===== config.mk =====
export PLATFORM = sky130hd
export DESIGN_NAME = ifmap_row_framer
export DESIGN_NICKNAME = d
export VERILOG_FILES = /design/src/rtl/ifmap_pkg.sv /design/src/rtl/ifmap_row_framer_tag_gen.sv /design/src/rtl/ifmap_row_framer.sv
export SDC_FILE = /design/constraint.sdc
export NUM_CORES = 1
export LEC_CHECK = 0
export BUFFER_PORTS_ARGS = -buffer_cell sky130_fd_sc_hd__buf_2
export CAP_MARGIN = 5
export CORE_MARGIN = 2
export CORE_UTILIZATION = 40
export CTS_CLUSTER_DIAMETER = 150
export DETAILED_ROUTE_END_ITERATION = 10
export SKIP_CTS_REPAIR_TIMING = 1
export SYNTH_ARGS = -nofsm -noshare
export SYNTH_HDL_FRONTEND = slang
export SYNTH_SLANG_ARGS = --single-unit

===== constraint.sdc =====
create_clock -name clk -period 7.9 [get_ports clk]
set_clock_uncertainty 0.15 [all_clocks]
set_input_delay 1.58 -clock clk [delete_from_list [all_inputs] [get_ports clk]]
set_output_delay 1.58 -clock clk [all_outputs]
set_load 0.02 [all_outputs]

===== src/rtl/ifmap_pkg.sv =====
// Shared definitions for the ifmap row framer and the IF-buffer consumer:
// row-position tags carried in the top two bits of each word, and FSM state codes.
package ifmap_pkg;

  typedef logic [1:0] tag_t;

  localparam tag_t TAG_START  = 2'b10;
  localparam tag_t TAG_END    = 2'b01;
  localparam tag_t TAG_MID    = 2'b00;
  localparam tag_t TAG_SINGLE = 2'b11;

  localparam logic [1:0] IDLE   = 2'd0;
  localparam logic [1:0] STREAM = 2'd1;
  localparam logic [1:0] FLUSH  = 2'd2;

endpackage


===== src/rtl/ifmap_row_framer_tag_gen.sv =====
// Row-position tag for the sample at column col of a row that is row_len_q samples long.
module tag_gen
  import ifmap_pkg::*;
#(
  parameter int LEN_WIDTH = 8
) (
  input  logic [LEN_WIDTH-1:0] col,
  input  logic [LEN_WIDTH-1:0] row_len_q,
  output tag_t                 tag
);

  logic first;
  logic last;

  assign first = (col == '0);
  assign last  = (col == row_len_q - LEN_WIDTH'(1));

  // NOTE: assign a default before any branch so no path leaves tag unassigned (no latch).
  always_comb begin
    tag = TAG_MID;
    if (first && last) tag = TAG_SINGLE;
    else if (first)    tag = TAG_START;
    else if (last)     tag = TAG_END;
  end

endmodule


===== src/rtl/ifmap_row_framer.sv =====
// Frames a raw ifmap sample stream into tagged {tag, data} words for the IF buffer,
// with a one-deep output register that stalls cleanly on IF_full.
module ifmap_row_framer
  import ifmap_pkg::*;
#(
  parameter int DATA_WIDTH = 16,
  parameter int LEN_WIDTH  = 8,
  parameter int ROWS_WIDTH = 8
) (
  input  logic                  clk,
  input  logic                  rst,
  input  logic                  start,
  input  logic [LEN_WIDTH-1:0]  row_len,
  input  logic [ROWS_WIDTH-1:0] num_rows,
  input  logic                  in_valid,
  input  logic [DATA_WIDTH-1:0] in_data,
  output logic                  in_ready,
  output logic [DATA_WIDTH+1:0] IF_din,
  output logic                  IF_wen,
  input  logic                  IF_full,
  output logic                  busy,
  output logic                  done
);

  logic [1:0]            state;
  logic [LEN_WIDTH-1:0]  row_len_q;
  logic [ROWS_WIDTH-1:0] num_rows_q;
  logic [LEN_WIDTH-1:0]  col;
  logic [ROWS_WIDTH-1:0] row;
  logic                  out_valid;
  tag_t                  tag;
  logic                  accept;
  logic                  last_col;
  logic                  last_sample;

  tag_gen #(.LEN_WIDTH(LEN_WIDTH)) u_tag_gen (
    .col       (col),
    .row_len_q (row_len_q),
    .tag       (tag)
  );

  assign IF_wen      = out_valid && !IF_full;
  assign in_ready    = (state == STREAM) && (!out_valid || !IF_full);
  assign accept      = in_valid && in_ready;
  assign last_col    = (col == row_len_q - LEN_WIDTH'(1));
  assign last_sample = last_col && (row == num_rows_q - ROWS_WIDTH'(1));
  assign busy        = (state != IDLE);
  // FLUSH ends once the final word has left the output register (or there never was one).
  assign done        = (state == FLUSH) && (!out_valid || IF_wen);

  // NOTE: sequential state uses non-blocking assignments so every register samples pre-edge values.
  always_ff @(posedge clk or negedge rst) begin
    if (!rst) begin
      state      <= IDLE;
      row_len_q  <= '0;
      num_rows_q <= '0;
      col        <= '0;
      row        <= '0;
    end else begin
      unique case (state)
        IDLE: begin
          if (start) begin
            row_len_q  <= row_len;
            num_rows_q <= num_rows;
            col        <= '0;
            row        <= '0;
            state      <= (row_len == '0 || num_rows == '0) ? FLUSH : STREAM;
          end
        end
        STREAM: begin
          if (accept) begin
            if (last_col) begin
              col <= '0;
              row <= row + ROWS_WIDTH'(1);
            end else begin
              col <= col + LEN_WIDTH'(1);
            end
            if (last_sample) state <= FLUSH;
          end
        end
        FLUSH: begin
          if (done) state <= IDLE;
        end
        default: state <= IDLE;
      endcase
    end
  end

  // A new word may enter in the same cycle the held one is written, giving one word per cycle.
  always_ff @(posedge clk or negedge rst) begin
    if (!rst) begin
      out_valid <= 1'b0;
      IF_din    <= '0;
    end else if (accept) begin
      out_valid <= 1'b1;
      IF_din    <= {tag, in_data};
    end else if (IF_wen) begin
      out_valid <= 1'b0;
    end
  end

endmodule


### Word level (Yosys, flattened, before mapping)

Cells that the tools add are included.
W data, S select, Z words.

| operators by class | value |
|---|---|
| muxes and demuxes | 18 |
| add/subtract/negate cells | 4 |
| reduce and logical (&&, ||, !) cells | 22 |
| equal/unequal tests | 9 |

Operator list:

| kind | count |
|---|---|
| $mux W8 | 5 |
| $pmux W8 S2 | 2 |
| $logic_not A8 Y1 | 3 |
| $add A8 B1 Y8 const B | 2 |
| $eq A8 B8 Y1 | 2 |
| $sub A8 B1 Y8 const B | 2 |
| $mux W2 | 7 |
| $ne A2 B2 Y1 const B | 5 |
| $reduce_and A4 Y1 | 2 |
| $logic_and A1 B1 Y1 | 6 |
| $pmux W2 S3 | 1 |
| $reduce_bool A2 Y1 | 3 |
| $logic_or A1 B1 Y1 | 3 |
| $mux W1 | 3 |
| $reduce_and A3 Y1 | 1 |
| $eq A2 B1 Y1 const B | 1 |
| $eq A2 B2 Y1 const B | 1 |
| $logic_not A1 Y1 | 2 |
| $logic_not A2 Y1 | 1 |
| $reduce_and A2 Y1 | 1 |

| word-level totals | value |
|---|---|
| register bits after elaboration | 53 |
| logic and storage cells | 60 |
| bits of input ports | 37 |
| output and inout bits | 22 |

### Longest topological paths before layout

Gate-level depths: netlist (run 1).

| depth | value |
|---|---|
| word-level depth | 6 |
| depth in mapped cells | 10 |
| mapped depth without buffers | 8 |

### By module

A second synthesis (run 1) with hierarchy kept.

| unflattened totals | value |
|---|---|
| cell total of the unflattened synthesis | 362 |
| area, all modules | 3109.2 um^2 |

By module, submodules not included:

| module | instances | cells an instance | seq. area each (um^2) | area each (um^2) |
|---|---|---|---|---|
| ifmap_row_framer | 1 | 327 | 1326.3 | 2860.2 |
| tag_gen | 1 | 35 | 0.0 | 249.0 |

### Worst setup path before layout (run 1)

No wires, ideal clock.

| timing path | value |
|---|---|
| path type | input to output |
| start point | input IF_full |
| end point | output in_ready |
| required time | 6.170 ns |
| setup slack | 4.231 ns |
| buffers on the path | 0 |
| arrival | 1.939 ns |
| stages | 1 |
| path through | a21oi_1 |

| between the ends | value |
|---|---|
| longest elaborated chain between the ends | 3 |

Ends and longest elaborated chain:

| what | line | RTL |
|---|---|---|
| from (decl) | ifmap_row_framer.sv:20 | `input logic IF_full,` |
| $logic_not A1 Y1 | ifmap_row_framer.sv:43 | `assign in_ready = (state == STREAM) && (!out_valid \|\| !IF_full);` |
| $logic_or A1 B1 Y1 | ifmap_row_framer.sv:43 |  |
| $logic_and A1 B1 Y1 | ifmap_row_framer.sv:43 |  |
| to (decl) | ifmap_row_framer.sv:17 | `output logic in_ready,` |

Every way passes these cells.

### Worst setup path after layout (run 1)

| timing path | value |
|---|---|
| start point | input IF_full |
| end point | output done |

| between the ends | value |
|---|---|
| longest elaborated chain between the ends | 4 |

Ends and longest elaborated chain:

| what | line | RTL |
|---|---|---|
| $logic_not A1 Y1 | ifmap_row_framer.sv:42 | `assign IF_wen = out_valid && !IF_full;` |
| $logic_and A1 B1 Y1 | ifmap_row_framer.sv:42 |  |
| $logic_or A1 B1 Y1 | ifmap_row_framer.sv:49 | `assign done = (state == FLUSH) && (!out_valid \|\| IF_wen);` |
| $logic_and A1 B1 Y1 | ifmap_row_framer.sv:49 |  |
| to (decl) | ifmap_row_framer.sv:22 | `output logic done` |

Every way passes these cells.

==> impl_metrics.tcl, run 1 <==
set metrics [dict create \
    p_sw_uw 542 \
    drt_pass1_iterations 4 \
    grt_max_degree 54 \
    required_ns 6.17 \
    regArea_um2 1330 \
    areaGrowthSynthToFinish_pct 16.7 \
    rr_endpoint "row[3]" \
    worstHoldStart "IF_din[10]" \
    rsz0062_at_grt "false" \
    crit_path_start_kind "input port" \
    synth_top_cells_by_count "105 x nand2_1, 53 x dfrtp_1, 14 x clkbuf_1, 14 x inv_1, 13 x o21ai_0" \
    nFillCells 689 \
    start_util_pct 41.0 \
    max_freq_mhz 258 \
    synthAdderAreaFrac_pct 2.13 \
    instances_no_fill 486 \
    power_density_nw_per_um2 361 \
    internal_power_uw 698 \
    synth_top_family_by_area "simple AND/OR/NAND/NOR gates" \
    hold_viol_final 0 \
    syn_area_per_cell_um2 8.84 \
    grt_usage_pct 17.6 \
    grt_antenna_before_repair 0 \
    yosysTopAreaCellShare_pct 45.1 \
    switching_share_pct 43.7 \
    crit_type "in2out" \
    yosysMostFrequentCell "nand2_1" \
    die-area_um2 8060 \
    setup_slack_ns 4.03 \
    place_ws_ns 4.03 \
    async_flop_share_pct 100 \
    ir_worst_vdd_v 0.000135 \
    diodes 0 \
    numPortBuffers 58 \
    period_share_pct 49.0 \
    wl_per_cell_um 13.8 \
    grt-ovfl-total 0 \
    die_h_um 89.8 \
    multi_input_area_um2 1500 \
    coreArea_um2 7180 \
    synth_flop_cell "dfrtp_1" \
    r2r_slack_ns 4.56 \
    grt_pass1_vias 2500 \
    synth_seq_cells 53 \
    hold_slack_ns 0.328 \
    dp_hpwl_um 4830 \
    cts.clk_slew.worst_paths_ns 0.10 \
    ys_types 45 \
    grt_pass1_wl_um 11800 \
    numCtsBuffers 5 \
    hp-class "reg2reg" \
    cp_slowest_stage_delay_ns 0.17 \
    hold_depth 2 \
    num_vias 2514 \
    clkLatencyLatePin_ns 0.32 \
    dp_cells 478 \
    num_rows 31 \
    slew_violations 0 \
    cap_viol_max_count 0 \
    synthesis.nets 375 \
    clock_path_buffers 2 \
    nNetsFinal 428 \
    cts_tree "done" \
    avgViaCountPerCell 5.17 \
    p_total_mw 1.24 \
    finalSetupViolCount 0 \
    run_status "finished, final reports clean" \
    cp_common_cell "buf_2" \
    final_util_pct 47.9 \
    synth_area_leaders "dfrtp_1 45%, nand2_1 13%, xnor2_1 3.3%, a2111oi_4 2.8%, a31oi_1 2.3%" \
    synth_xor_area_share_pct 5.06 \
    seqPwrFrac_pct 39.2 \
    finalWirelength_um 6720 \
    syn_inst 333 \
    clockRootBuffer "clkbuf_8" \
    relSlewSlack_pct 28.7 \
    synthSimpleGateAreaFrac_pct 26.8 \
    min_to "IF_din[10]" \
    tns_ns 0 \
    synth_edf_count 0 \
    p_comb_share_pct 44.9 \
    crit_chain "buf_2 -> nand2_1 -> and3b_1 -> buf_2" \
    dpl_cell_area_um2 3320 \
    synthMuxAreaShare_pct 2.85 \
    place_congestion 0.798 \
    period_minus_slack_ns 3.87 \
    drcViolationCount 0 \
    p_leak_nw 1.63 \
    drive_gt1_share_pct 21.4 \
    clockPowerShare_pct 15.9 \
    drtAntennaViolNets 0 \
    crit_arrival_ns 2.14 \
    reg2reg_from "row_len_q[0]" \
    yosysTopAreaCell "dfrtp_1" \
    endpoint_kind "output port" \
    die_w_um 89.8 \
    synth_compound_area_share_pct 13.9 \
    initialDrtViolationCount 88 \
    ys_seq_area_share_pct 45.1 \
    tightest_slew_ns 1.07 \
    critPathSlowestCell "and3b_1" \
    syn_area_um2 2940 \
    synth_warnings 0 \
    rr_worst_depth 8 \
    cts.sinks 53 \
    cts_max_level 2 \
    final_area_um2 3430 \
    critPathMaxFanout 4 \
    ioPinCount 59 \
]
placed cells by master (no fill, tap or decap), types with 4 or more instances in the layout:
| cell | instances |
|---|---|
| nand3_1 | 8 |
| buf_2 | 58 |
| xor2_1 | 6 |
| nand2_1 | 105 |
| a31oi_1 | 11 |
| inv_1 | 14 |
| nand4_1 | 4 |
| dfrtp_1 | 53 |
| mux2i_1 | 5 |
| a21oi_1 | 6 |
| buf_4 | 4 |
| nor2_1 | 9 |
| or4_1 | 4 |
| o21ai_0 | 13 |
| nand2b_1 | 7 |
| ha_1 | 5 |
| nor3_1 | 5 |
| xnor2_1 | 11 |
| clkbuf_8 | 6 |
| nand3b_1 | 5 |
| nor4_1 | 6 |
state kept, by name, indices dropped and copies added, names as in the netlist:
register    count
IF_din         18
col             8
num_rows_q      8
out_valid       1
row             8
row_len_q       8
state           2
power by group through the flow:
stage	Sequential, mW	Combinational (mW)	Clock [mW]
3_5_place_dp	0.492	0.563	0
6_report	0.486	0.556	0.197
5_1_grt	0.506	0.628	0.213
4_1_cts	0.487	0.566	0.204
3_3_place_gp	0.489	0.549	0
2_1_floorplan	0.500	0.390	0
metal layers:
metal | up-vias | share of wire [%] | wire, µm | track usage, %
met5 | - | 0 | 0 | 0
met4 | 0 | 1.2 | 82 | 5.64
met3 | 8 | 2.6 | 176 | 3.10
met2 | 36 | 50 | 3330 | 30.4
met1 | 1221 | 47 | 3120 | 22.6
li1 | 1249 | - | - | -
cell families (layout without fill, tap and decap cells):
group | Yosys count | count (layout)
flip-flops | 53 | 53
AO/OA/AOI/OAI | 51 | 51
XOR/XNOR | 17 | 17
adder cells (fa/ha/maj) | 5 | 5
AND/OR/NAND/NOR | 169 | 169
multiplexers | 8 | 8
buffers and inverters | 30 | 84
worst max-delay path, delay by kind of cell:
kind                   cells  cell delay (ns)
buffers and inverters      2             0.28
AND/OR/NAND/NOR            2             0.29
cell type report:
type | count | share of cell area [%]
multi-input combinational | 250 | 43.5
sequential | 53 | 38.6
timing repair buffer | 62 | 9.33
tap | 99 | 3.61
clock buffer | 7 | 2.51
inverter | 14 | 1.53
clock inverter | 1 | 0.874
worst max path at each step:
| stage | from | to | slack (ns) | cells after the start |
|---|---|---|---|---|
| after floorplan | IF_full | in_ready | 4.23 | 1 |
| after global placement | IF_full | done | 4.04 | 4 |
| after detailed placement | IF_full | done | 4.03 | 4 |
| after CTS | IF_full | done | 4.03 | 4 |
| after global routing | IF_full | done | 3.99 | 4 |
| final | IF_full | done | 4.03 | 4 |
Power figures use the tool's default switching activity.
==> run 2, diff against run 1 <==
- clock period: 7.9 -> 3.5 ns (I/O delays scaled with it)
==> run 2 against run 1 <==
Hold slack got worse by 0.013 ns; via count is 1.6% lower; non-clock buffer count up 2; critical endpoint is now row[3]; largest cell class unchanged; largest power group unchanged.
==> impl_metrics.tcl, run 2 (same netlist as run 1, synthesis figures left out) <==
set metrics [dict create \
    tns_ns 0 \
    coreArea_um2 7180 \
    rsz0062_at_grt "false" \
    ioPinCount 59 \
    drtAntennaViolNets 0 \
    relSlewSlack_pct 45.8 \
    grt_pass1_vias 2405 \
    crit_path_start_kind "register" \
    p_total_mw 2.85 \
    drt_pass1_iterations 4 \
    tightest_slew_ns 0.813 \
    cts.clk_slew.worst_paths_ns 0.10 \
    drive_gt1_share_pct 22.1 \
    die_h_um 89.8 \
    crit_arrival_ns 3.15 \
    start_util_pct 41.0 \
    cts_tree "done" \
    run_status "finished, final reports clean" \
    cts.sinks 53 \
    drcViolationCount 0 \
    crit_type "reg2reg" \
    die-area_um2 8060 \
    areaGrowthSynthToFinish_pct 17.9 \
    diodes 0 \
    critPathMaxFanout 9 \
    slew_violations 0 \
    p_comb_share_pct 43.9 \
    period_share_pct 87.3 \
    avgViaCountPerCell 5.07 \
    finalSetupViolCount 0 \
    hp-class "in2async" \
    largest_reg_flops 18 \
    grt-ovfl-total 0 \
    finalWirelength_um 6760 \
    final_common_cell "nand2_1" \
    grt_antenna_before_repair 0 \
    power_density_nw_per_um2 822 \
    initialDrtViolationCount 101 \
    nFillCells 717 \
    largest-register "IF_din" \
    dp_hpwl_um 5050 \
    seqPwrFrac_pct 38.3 \
    cts_max_level 2 \
    max_freq_mhz 327 \
    numCtsBuffers 5 \
    place_congestion 0.787 \
    endpoint_kind "register" \
    die_w_um 89.8 \
    wl_per_cell_um 13.9 \
    p_leak_nw 1.65 \
    grt_pass1_wl_um 11700 \
    clkLatencyLatePin_ns 0.31 \
    p_sw_mw 1.22 \
    grt_usage_pct 17.4 \
    clockRootBuffer "clkbuf_8" \
    switching_share_pct 42.8 \
    grt_max_degree 36 \
    hold_viol_final 0 \
    num_vias 2474 \
    clockPowerShare_pct 17.8 \
    cap_viol_max_count 0 \
    ir_worst_vdd_v 0.000246 \
    required_ns 3.59 \
    internal_power_mw 1.63 \
    numPortBuffers 58 \
    num_rows 31 \
    clock_path_buffers 2 \
    period_minus_slack_ns 3.06 \
    nNetsFinal 430 \
    mostFrequentLayoutCells "105 x nand2_1, 58 x buf_2, 53 x dfrtp_1, 14 x inv_1, 13 x o21ai_0" \
]
-- run 2: cell count changes in the layout (fill, tap and decap cells not counted) --
cell / change
buf_4: +2
bufinv_16: +1
clkbuf_1: -1
clkbuf_8: -1
inv_6: +1
-- run 2: path summary, 6_finish.rpt --
kind | start | end | slack (ns) | depth (start not counted)
worst max-delay path | row_len_q[0] | row[3] | 0.44 | 8
worst min-delay path | rst | row_len_q[4] | 0.32 | 1
worst max register to register | row_len_q[0] | row[3] | 0.44 | 8
worst min register to register | IF_din[8] | IF_din[8] | 0.33 | 2
max in group asynchronous | rst | out_valid | 2.21 | 2
min in group clk | IF_din[8] | IF_din[8] | 0.33 | 2
-- run 2: layout make-up --
class / count / area, µm² / area share [%]
inverter: 14 / 52.6 / 1.51
clock buffer: 5 / 68.8 / 1.98
multi-input combinational: 250 / 1500 / 43.1
timing repair buffer: 64 / 335 / 9.66
tap: 99 / 124 / 3.57
clock inverter: 3 / 68.8 / 1.98
sequential: 53 / 1330 / 38.2
-- run 2: stage by stage --
| stage | hold slack, ns | area (µm²) | util, % | std cells | worst slack [ns] |
|---|---|---|---|---|---|
| after global routing | 0.364 | 3470 | 48.4 | 488 | 0.303 |
| after detailed placement | 0.307 | 3330 | 46.5 | 480 | 0.493 |
| after global placement | 0.303 | 3330 | 46.5 | 480 | 0.563 |
| after CTS | 0.332 | 3470 | 48.4 | 488 | 0.441 |
| final | 0.315 | 3470 | 48.4 | 488 | 0.443 |
| after floorplan | 0.254 | 2940 | - | 333 | 0.766 |
-- run 2: power by group through the flow --
stage	combinational (mW)	clock (mW)	sequential (mW)
after floorplan	0.880	0	1.13
after global placement	1.25	0	1.10
after detailed placement	1.27	0	1.11
after CTS	1.27	0.521	1.10
after global routing	1.41	0.543	1.14
final	1.25	0.509	1.09
-- run 2: worst max-delay path: stages, from the launching register on --
cell and delay [ns]:
dfrtp_1 0.43, inv_1 0.08, ha_1 0.21, or3b_4 0.41, or4_4 0.48, a22oi_2 0.20, o211ai_2 0.31, or4_1 0.56
a21oi_1 0.15
-- run 2: layer usage --
| metal | up-vias | track usage [%] | routed length [µm] |
|---|---|---|---|
| li1 | 1253 | - | - |
| met1 | 1186 | 23.5 | 3210 |
| met2 | 28 | 29.7 | 3340 |
| met3 | 7 | 2.93 | 156 |
| met4 | 0 | 3.46 | 61 |
| met5 | - | 0 | 0 |
==> run 3, diff against run 2 <==
- GPL_TIMING_DRIVEN: not set -> 0
==> run 3 against run 2 <==
Hold slack worse by 0.13 ns; core utilization is 0.052 points lower; fmax is 1.4% higher; global-route usage is 0.092 points higher; cell area is 0.11% lower; critical endpoint is now row[2]; critical path depth is 2 higher.
==> impl_metrics.tcl, run 3 (same netlist as run 1, synthesis figures left out) <==
set metrics [dict create \
    run_status "finished, final reports clean" \
    cap_viol_max_count 0 \
    ir_worst_vdd_v 0.000279 \
    required_ns 3.53 \
    finalSetupViolCount 0 \
    clockRootBuffer "clkbuf_8" \
    relSlewSlack_pct 50.8 \
    critPathSlowestCell "or4_4" \
    die_h_um 89.8 \
    final_common_cell "nand2_1" \
    drcViolationCount 0 \
    initialDrtViolationCount 71 \
    instances_no_fill 499 \
    avgViaCountPerCell 5.04 \
    diodes 0 \
    grt_max_degree 54 \
    slew_violations 0 \
    cts.sinks 53 \
    nNetsFinal 441 \
    num_rows 31 \
    wl_per_cell_um 13.7 \
    start_util_pct 41.0 \
    grt-ovfl-total 0 \
    cp_slowest_stage_delay_ns 0.48 \
    areaGrowthSynthToFinish_pct 17.8 \
    cts_max_level 2 \
    crit_path_start_kind "register" \
    numPortBuffers 58 \
    rsz0062_at_grt "false" \
    cpLargestDelayFamily "simple AND/OR/NAND/NOR gates" \
    coreArea_um2 7180 \
    finalWirelength_um 6840 \
    drt-met1-wl_um 3240 \
    mostFrequentLayoutCells "105 x nand2_1, 59 x buf_2, 53 x dfrtp_1, 14 x inv_1, 14 x clkbuf_1" \
    clockPowerShare_pct 13.2 \
    power_density_nw_per_um2 789 \
    tns_ns 0 \
    top_layer "met4" \
    die-area_um2 8060 \
    crit_type "reg2reg" \
    drive_gt1_share_pct 20.8 \
    grt_antenna_before_repair 0 \
    max_freq_mhz 332 \
    critPathMaxFanout 10 \
    met3RoutedLength_um 147 \
    hp-class "in2async" \
    clock_path_buffers 2 \
    p_sw_mw 1.24 \
    grt_pass1_vias 2495 \
    clkLatencyLatePin_ns 0.31 \
    grt_pass1_wl_um 11700 \
    final_util_pct 48.3 \
    internal_power_mw 1.50 \
    period_minus_slack_ns 3.01 \
    largest_reg_flops 18 \
    p_comb_share_pct 48.5 \
    crit_chain "inv_1 -> ha_1 -> or3b_4 -> or4_4 -> a22oi_2 -> o211ai_2 -> buf_6 -> clkbuf_1 -> o31ai_1 -> a21oi_1" \
    dp_hpwl_um 5060 \
    ioPinCount 59 \
    crit_arrival_ns 3.05 \
    grt_usage_pct 17.5 \
    route.met2.wl_um 3330 \
    period_share_pct 86.1 \
    largest-register "IF_din" \
    numCtsBuffers 5 \
    p_leak_nw 1.63 \
    place_congestion 0.810 \
    switching_share_pct 45.3 \
    tightest_slew_ns 0.727 \
    die_w_um 89.8 \
    path_buf_inv 3 \
    drtAntennaViolNets 0 \
    cts.clk_slew.worst_paths_ns 0.10 \
    dp_cells 490 \
    num_vias 2515 \
    seqPwrFrac_pct 38.3 \
    hold_viol_final 0 \
    cts_tree "done" \
    drt_pass1_iterations 4 \
    endpoint_kind "register" \
]
run 3: cell types whose count changed in the layout (fill, tap and decap cells not counted), sizes merged:
cell,delta
buf,-3
bufinv,-2
clkbuf,+14
clkinv,+1
clkinvlp,+1
run 3: path summary, 6_finish.rpt:
| kind | start | end | slack, ns | depth (start not counted) |
|---|---|---|---|---|
| hold reg to reg | IF_din[12] | IF_din[12] | 0.33 | 2 |
| setup reg to reg | row_len_q[0] | row[2] | 0.49 | 10 |
| min in group clk | IF_din[12] | IF_din[12] | 0.33 | 2 |
| setup / recovery | row_len_q[0] | row[2] | 0.49 | 10 |
| hold / removal | rst | row_len_q[1] | 0.19 | 1 |
| max in group asynchronous | rst | row[3] | 2.45 | 2 |
run 3: final cells by class:
type,count,area (µm²)
clock buffer,5,68.8
sequential,53,1330
multi-input combinational,250,1500
tap,99,124
timing repair buffer,59,310
buffer,16,68.8
inverter,14,52.6
fill,708,3710
clock inverter,3,21.3
run 3: layer usage:
layer / vias to the layer above / global-route usage, %
li1: 1280 / -
met5: - / 0
met3: 10 / 2.85
met1: 1198 / 22.9
met2: 27 / 29.7
met4: 0 / 5.38
run 3: power by group through the flow:
stage | logic (mW) | registers (mW) | clock network (mW)
6_report | 1.33 | 1.05 | 0.362
2_1_floorplan | 0.880 | 1.13 | 0
3_5_place_dp | 1.33 | 1.06 | 0
4_1_cts | 1.34 | 1.05 | 0.380
5_1_grt | 1.49 | 1.09 | 0.403
3_3_place_gp | 1.30 | 1.06 | 0
run 3: per-stage QoR:
stage | instance area (µm²) | hold WS, ns | total power [mW] | worst slack, ns
2_1_floorplan | 2940 | 0.254 | 2.01 | 0.766
3_3_place_gp | 3360 | 0.305 | 2.35 | 0.542
3_5_place_dp | 3360 | 0.307 | 2.40 | 0.521
4_1_cts | 3450 | 0.334 | 2.77 | 0.496
5_1_grt | 3470 | 0.213 | 2.98 | 0.271
6_report | 3470 | 0.189 | 2.74 | 0.486
